### config.mk
export PLATFORM = sky130hd
export DESIGN_NAME = muldiv_unit
export DESIGN_NICKNAME = d
export VERILOG_FILES = /design/src/rtl/muldiv_unit.sv
export SDC_FILE = /design/constraint.sdc
export NUM_CORES = 1
export LEC_CHECK = 0
export CAP_MARGIN = 10
export CORE_MARGIN = 2
export CORE_UTILIZATION = 55
export CTS_CLUSTER_SIZE = 40
export DETAILED_ROUTE_END_ITERATION = 10
export HOLD_SLACK_MARGIN = 0.05
export PLACE_DENSITY = 0.78
export SKIP_CTS_REPAIR_TIMING = 1
export SLEW_MARGIN = 25
export SYNTH_ARGS = -nofsm -noshare
export SYNTH_HDL_FRONTEND = slang
export SYNTH_SLANG_ARGS = --single-unit
### constraint.sdc
create_clock -name clk -period 18.65 [get_ports clk]
set_input_delay 2.7975 -clock clk [delete_from_list [all_inputs] [get_ports clk]]
set_output_delay 2.7975 -clock clk [all_outputs]
set_load 0.01 [all_outputs]
### src/rtl/muldiv_unit.sv
// Iterative RV32M mul/div: shift-add multiply, restoring divide, one op in flight.
// Done 35 edges after start (3 for div-by-zero/overflow); start ignored while an op is in flight.
module muldiv_unit #(
  parameter int XLEN  = 32,
  parameter int CNT_W = 6
) (
  input  logic            clk,
  input  logic            rst,
  input  logic            start,
  input  logic [2:0]      funct3,
  input  logic [XLEN-1:0] op_a,
  input  logic [XLEN-1:0] op_b,
  input  logic [4:0]      rd_in,
  input  logic            kill,
  output logic            busy,
  output logic            done,
  output logic [XLEN-1:0] result,
  output logic [4:0]      rd_out,
  output logic            reg_wr
);

  typedef enum logic [1:0] {IDLE, PREP, CALC, FIN} state_t;

  localparam logic [XLEN-1:0] MIN_INT = {1'b1, {(XLEN-1){1'b0}}};

  state_t            state_q, state_d;
  logic [CNT_W-1:0]  cnt_q, cnt_d;
  logic              fin_ph_q, fin_ph_d;
  logic [XLEN-1:0]   a_q, a_d, b_q, b_d;
  logic [2:0]        f3_q, f3_d;
  logic [4:0]        rd_q, rd_d;
  logic [XLEN-1:0]   hi_q, hi_d, lo_q, lo_d, m_q, m_d;
  logic              neg_lo_q, neg_lo_d, neg_hi_q, neg_hi_d;
  logic              special_q, special_d;
  logic              busy_q, busy_d;
  logic              done_q, done_d;
  logic              reg_wr_q, reg_wr_d;
  logic [XLEN-1:0]   result_q, result_d;
  logic [4:0]        rd_out_q, rd_out_d;

  logic              is_div, a_sgn, b_sgn, neg_a, neg_b;
  logic [XLEN-1:0]   mag_a, mag_b;
  logic              div_zero, div_ovf;
  logic [XLEN:0]     sum, rem_sh, diff;
  logic [2*XLEN-1:0] prod_neg;

  always_comb begin
    is_div   = f3_q[2];
    a_sgn    = (f3_q == 3'b001) || (f3_q == 3'b010) || (f3_q == 3'b100) || (f3_q == 3'b110);
    b_sgn    = (f3_q == 3'b001) || (f3_q == 3'b100) || (f3_q == 3'b110);
    neg_a    = a_sgn && a_q[XLEN-1];
    neg_b    = b_sgn && b_q[XLEN-1];
    mag_a    = neg_a ? (~a_q + 1'b1) : a_q;
    mag_b    = neg_b ? (~b_q + 1'b1) : b_q;
    div_zero = is_div && (b_q == '0);
    div_ovf  = is_div && !f3_q[0] && (a_q == MIN_INT) && (b_q == '1);

    // multiply step: conditional add of the multiplicand, then shift {carry,hi,lo} right
    sum      = {1'b0, hi_q} + (lo_q[0] ? {1'b0, m_q} : '0);
    // divide step: shift remainder left pulling in the next dividend bit, trial subtract
    rem_sh   = {hi_q, lo_q[XLEN-1]};
    diff     = rem_sh - {1'b0, m_q};
    prod_neg = ~{hi_q, lo_q} + 1'b1;
  end

  always_comb begin
    state_d   = state_q;
    cnt_d     = '0;
    fin_ph_d  = fin_ph_q;
    a_d       = a_q;
    b_d       = b_q;
    f3_d      = f3_q;
    rd_d      = rd_q;
    hi_d      = hi_q;
    lo_d      = lo_q;
    m_d       = m_q;
    neg_lo_d  = neg_lo_q;
    neg_hi_d  = neg_hi_q;
    special_d = special_q;
    done_d    = 1'b0;
    reg_wr_d  = 1'b0;
    result_d  = result_q;
    rd_out_d  = rd_out_q;

    if (kill) begin
      state_d = IDLE;
    end else begin
      case (state_q)
        IDLE: begin
          if (start) begin
            a_d     = op_a;
            b_d     = op_b;
            f3_d    = funct3;
            rd_d    = rd_in;
            state_d = PREP;
          end
        end
        PREP: begin
          fin_ph_d  = 1'b0;
          special_d = div_zero || div_ovf;
          hi_d      = '0;
          neg_lo_d  = neg_a ^ neg_b;
          neg_hi_d  = neg_a;
          if (div_zero) begin
            lo_d    = f3_q[1] ? a_q : '1;
            state_d = FIN;
          end else if (div_ovf) begin
            lo_d    = f3_q[1] ? '0 : MIN_INT;
            state_d = FIN;
          end else begin
            lo_d    = is_div ? mag_a : mag_b;
            m_d     = is_div ? mag_b : mag_a;
            state_d = CALC;
          end
        end
        CALC: begin
          if (is_div) begin
            if (!diff[XLEN]) begin
              hi_d = diff[XLEN-1:0];
              lo_d = {lo_q[XLEN-2:0], 1'b1};
            end else begin
              hi_d = rem_sh[XLEN-1:0];
              lo_d = {lo_q[XLEN-2:0], 1'b0};
            end
          end else begin
            hi_d = sum[XLEN:1];
            lo_d = {sum[0], lo_q[XLEN-1:1]};
          end
          if (cnt_q == CNT_W'(XLEN-1)) begin
            fin_ph_d = 1'b0;
            state_d  = FIN;
          end else begin
            cnt_d = cnt_q + 1'b1;
          end
        end
        FIN: begin
          if (!fin_ph_q) begin
            fin_ph_d = 1'b1;
            if (!special_q) begin
              if (!is_div) begin
                if (neg_lo_q) {hi_d, lo_d} = prod_neg;
              end else begin
                if (neg_lo_q) lo_d = ~lo_q + 1'b1;
                if (neg_hi_q) hi_d = ~hi_q + 1'b1;
              end
            end
          end else begin
            if (special_q)           result_d = lo_q;
            else if (is_div)         result_d = f3_q[1] ? hi_q : lo_q;
            else if (f3_q == 3'b000) result_d = lo_q;
            else                     result_d = hi_q;
            rd_out_d = rd_q;
            done_d   = 1'b1;
            reg_wr_d = (rd_q != 5'd0);
            state_d  = IDLE;
          end
        end
        default: state_d = IDLE;
      endcase
    end

    busy_d = (state_q != IDLE) && (state_d != IDLE);
  end

  always_ff @(posedge clk or posedge rst) begin
    if (rst) begin
      state_q   <= IDLE;
      cnt_q     <= '0;
      fin_ph_q  <= 1'b0;
      a_q       <= '0;
      b_q       <= '0;
      f3_q      <= 3'b000;
      rd_q      <= 5'd0;
      hi_q      <= '0;
      lo_q      <= '0;
      m_q       <= '0;
      neg_lo_q  <= 1'b0;
      neg_hi_q  <= 1'b0;
      special_q <= 1'b0;
      busy_q    <= 1'b0;
      done_q    <= 1'b0;
      reg_wr_q  <= 1'b0;
      result_q  <= '0;
      rd_out_q  <= 5'd0;
    end else begin
      state_q   <= state_d;
      cnt_q     <= cnt_d;
      fin_ph_q  <= fin_ph_d;
      a_q       <= a_d;
      b_q       <= b_d;
      f3_q      <= f3_d;
      rd_q      <= rd_d;
      hi_q      <= hi_d;
      lo_q      <= lo_d;
      m_q       <= m_d;
      neg_lo_q  <= neg_lo_d;
      neg_hi_q  <= neg_hi_d;
      special_q <= special_d;
      busy_q    <= busy_d;
      done_q    <= done_d;
      reg_wr_q  <= reg_wr_d;
      result_q  <= result_d;
      rd_out_q  <= rd_out_d;
    end
  end

  assign busy   = busy_q;
  assign done   = done_q;
  assign reg_wr = reg_wr_q;
  assign result = result_q;
  assign rd_out = rd_out_q;

endmodule

==> impl_metrics.env <==
export IMPL_placed_area_sq_um=18600
export IMPL_ir_drop_mv=0.0879
export IMPL_drtIter0Drc=1907
export IMPL_io_buffers=115
export IMPL_drc=0
export IMPL_worstRegToRegCells=15
export IMPL_start_util_pct=56.0
export IMPL_grt_pass1_wl_microns=89900
export IMPL_drv_slew=0
export IMPL_setup_tns_ps=0
export IMPL_synth_edf_count=0
export IMPL_cp_arrival_ps=6540
export IMPL_worstHoldStart="cnt_q[0]"
export IMPL_antenna_left=0
export IMPL_clockRootBuffer="clkbuf_16"
export IMPL_yosys_area_top_type_share_pct=31.9
export IMPL_rr_startpoint="lo_q[31]"
export IMPL_ys_async_sr_fraction_pct=100
export IMPL_setup_viol=0
export IMPL_synth_area_per_cell_sq_um=7.94
export IMPL_grt_max_degree=110
export IMPL_die_x_microns=181
export IMPL_yosysWarnings=0
export IMPL_drive_above_1_share_pct=6.98
export IMPL_relSlewSlack_pct=28.6
export IMPL_slowest_delay_ps=810
export IMPL_p_leak_uw=0.00816
export IMPL_overflow=0
export IMPL_cts_buffer_depth=3
export IMPL_critical_path_class="input pin to flip-flop"
export IMPL_critical_path_buf_inv_count=1
export IMPL_die_h_microns=181
export IMPL_firstDrtPassIters=6
export IMPL_rr_endpoint="hi_q[17]"
export IMPL_yosysSeqAreaShare_pct=31.9
export IMPL_fmax_ghz=0.164
export IMPL_crit_top_cell="o21ai_0"
export IMPL_diodes=0
export IMPL_worstMarginPinSlew_ps=1070
export IMPL_cp_required_ps=19110
export IMPL_num_rows=64
export IMPL_final_min_clock_period_ps=6080
export IMPL_dieArea_sq_um=32800
export IMPL_max_cap_violations=0
export IMPL_wire_per_inst_microns=22.0
export IMPL_synthToLayoutAreaGrowth_pct=12.8
export IMPL_yosysMostFrequentCell="nand2_1"
export IMPL_grt_pass1_vias=15900
export IMPL_crit_path_max_fanout=24
export IMPL_rsz0062_at_grt="false"
export IMPL_syn_inst=2171
export IMPL_combPwrFrac_pct=57.4
export IMPL_antenna_found_initial=0
export IMPL_synthFlopType="dfrtp_1"
export IMPL_period_share_pct=32.6
export IMPL_cts_sinks=220
export IMPL_syn_nets=2319
export IMPL_ys_top_cells_by_area="dfrtp_1, o21ai_0, nand2_1"
export IMPL_hold_viol=0
export IMPL_min_path_type="flip-flop to flip-flop"
export IMPL_gp_congestion=0.995
export IMPL_routed_via_count=17100
export IMPL_h_tree_depth=1
export IMPL_cts_buffers=26
export IMPL_min_to="cnt_q[0]"
export IMPL_final_nets=2351
export IMPL_core_sq_um=30700
export IMPL_routed_wl_microns=57600
export IMPL_synthTopCellsByCount="nand2_1, o21ai_0, dfrtp_1"
export IMPL_synth_seq_cells=220
export IMPL_cp_top_family="compound AO/OA/AOI/OAI gates"
export IMPL_power_density_nw_per_um2=168
export IMPL_p_sw_share_pct=50.7
export IMPL_seq_power_share_pct=27.3
export IMPL_utilization_pct=63.2
export IMPL_worstSetupStartpointType="input pin"
export IMPL_run_status="completed"
export IMPL_yosysTopAreaCell="dfrtp_1"
export IMPL_cp_cell_sequence="clkdlybuf4s50_1 -> o21bai_1 -> a21oi_1 -> o21a_1 -> nand2_1 -> nor2_1 -> o21ai_0 -> or3_1 -> o311a_1 -> o21ai_0"
export IMPL_yosysUniqueCellTypes=78
export IMPL_vias_per_cell=6.54
export IMPL_fin_skew_ps=39.4
export IMPL_grt_use_total_pct=34.5
export IMPL_crit_path_end_kind="flip-flop"
export IMPL_dpl_hpwl_microns=43200
export IMPL_hold_depth=1
export IMPL_cts_tree="done"
export IMPL_clock_latency_ps=580
export IMPL_dp_slack_ps=12160
export IMPL_pin_count=116
export IMPL_rrSetupSlack_ps=13910
export IMPL_fin_ws_ps=12570
export IMPL_p_switching_uw=1660
export IMPL_final_area_sq_um=19400
export IMPL_syn_area_sq_um=17200
export IMPL_clock_power_share_pct=15.3
export IMPL_cp_slowest_cell="o21a_1"
export IMPL_clk_pin_slew_ps=60
export IMPL_power_uw=3270
export IMPL_p_int_uw=1610
## logic make-up (layout without fill, tap and decap cells)
| family | Yosys count | after routing | synth area share, % |
|---|---|---|---|
| and+or+nand+nor | 723 | 723 | 19.6 |
| AOI/OAI and AO/OA | 680 | 680 | 23.9 |
| DFF | 220 | 220 | 31.9 |
| buffers and inverters | 219 | 269 | 4.86 |
| xor gates and xnor gates | 130 | 130 | 6.61 |
| muxes | 127 | 127 | 7.79 |
| adders and majority gates | 72 | 72 | 5.32 |
## how the worst max path moves through the flow
stage                     slack [ps]  start  cells past startpoint       end
final                          12570   kill                     10  hi_q[28]
after CTS                      12700   kill                     10  hi_q[28]
after detailed placement       12160   kill                     10  hi_q[28]
after floorplan                 9830    rst                      1    a_q[0]
after global routing           12380   kill                     10  hi_q[28]
after global placement         12300   kill                     10  hi_q[28]
## sequential cells by signal, summed over array words and instances (netlist names)
register	count
m_q	32
a_q	32
reg_wr	1
busy	1
lo_q	32
special_q	1
rd_q	5
b_q	32
state_q	2
done	1
cnt_q	6
result	32
rd_out	5
hi_q	32
neg_hi_q	1
fin_ph_q	1
neg_lo_q	1
f3_q	3
## layout by cell type (no fill, tap or decap), drive strengths merged, types with 57 or more instances in the layout
cell type / Yosys / final
nand2: 256 / 256
xnor2: 73 / 73
nor3: 64 / 64
mux2: 57 / 57
o21ai: 251 / 251
nor2: 206 / 206
xor2: 57 / 57
dfrtp: 220 / 220
inv: 82 / 83
ha: 70 / 70
clkdlybuf4s50: 0 / 115
a21oi: 182 / 182
mux2i: 70 / 70
## power groups by stage
stage / Sequential, uW / Combinational [uW] / Clock (uW)
after floorplan: 758 / 1370 / 0
after global placement: 880 / 1800 / 0
after detailed placement: 887 / 1820 / 0
after CTS: 879 / 1830 / 504
after global routing: 911 / 2040 / 523
final: 892 / 1880 / 500
## per-layer routing
| layer | global-route usage [%] | vias up | part of all wire (%) | routed length, microns |
|---|---|---|---|---|
| met5 | 0 | - | 0 | 0 |
| met2 | 57.5 | 931 | 47 | 26900 |
| li1 | - | 7877 | - | - |
| met4 | 12.9 | 0 | 4.1 | 2360 |
| met1 | 45.6 | 8157 | 41 | 23300 |
| met3 | 5.32 | 152 | 8.6 | 4930 |
## layout make-up
cell class	instances	area (sq um)
inverters	82	315
flip-flops and latches	220	5510
fillers	2702	11300
repair buffers	141	1370
clock buffers	35	754
multi-input cells	1732	10900
well taps	396	495
clock inverters	11	86.3
## through the flow
stage | std cells | hold WS, ps
2_1_floorplan | 2171 | 431
3_3_place_gp | 2570 | 450
3_5_place_dp | 2570 | 455
4_1_cts | 2616 | 462
5_1_grt | 2617 | 486
6_report | 2617 | 460
Note: power is estimated with default switching activity, not from simulation.
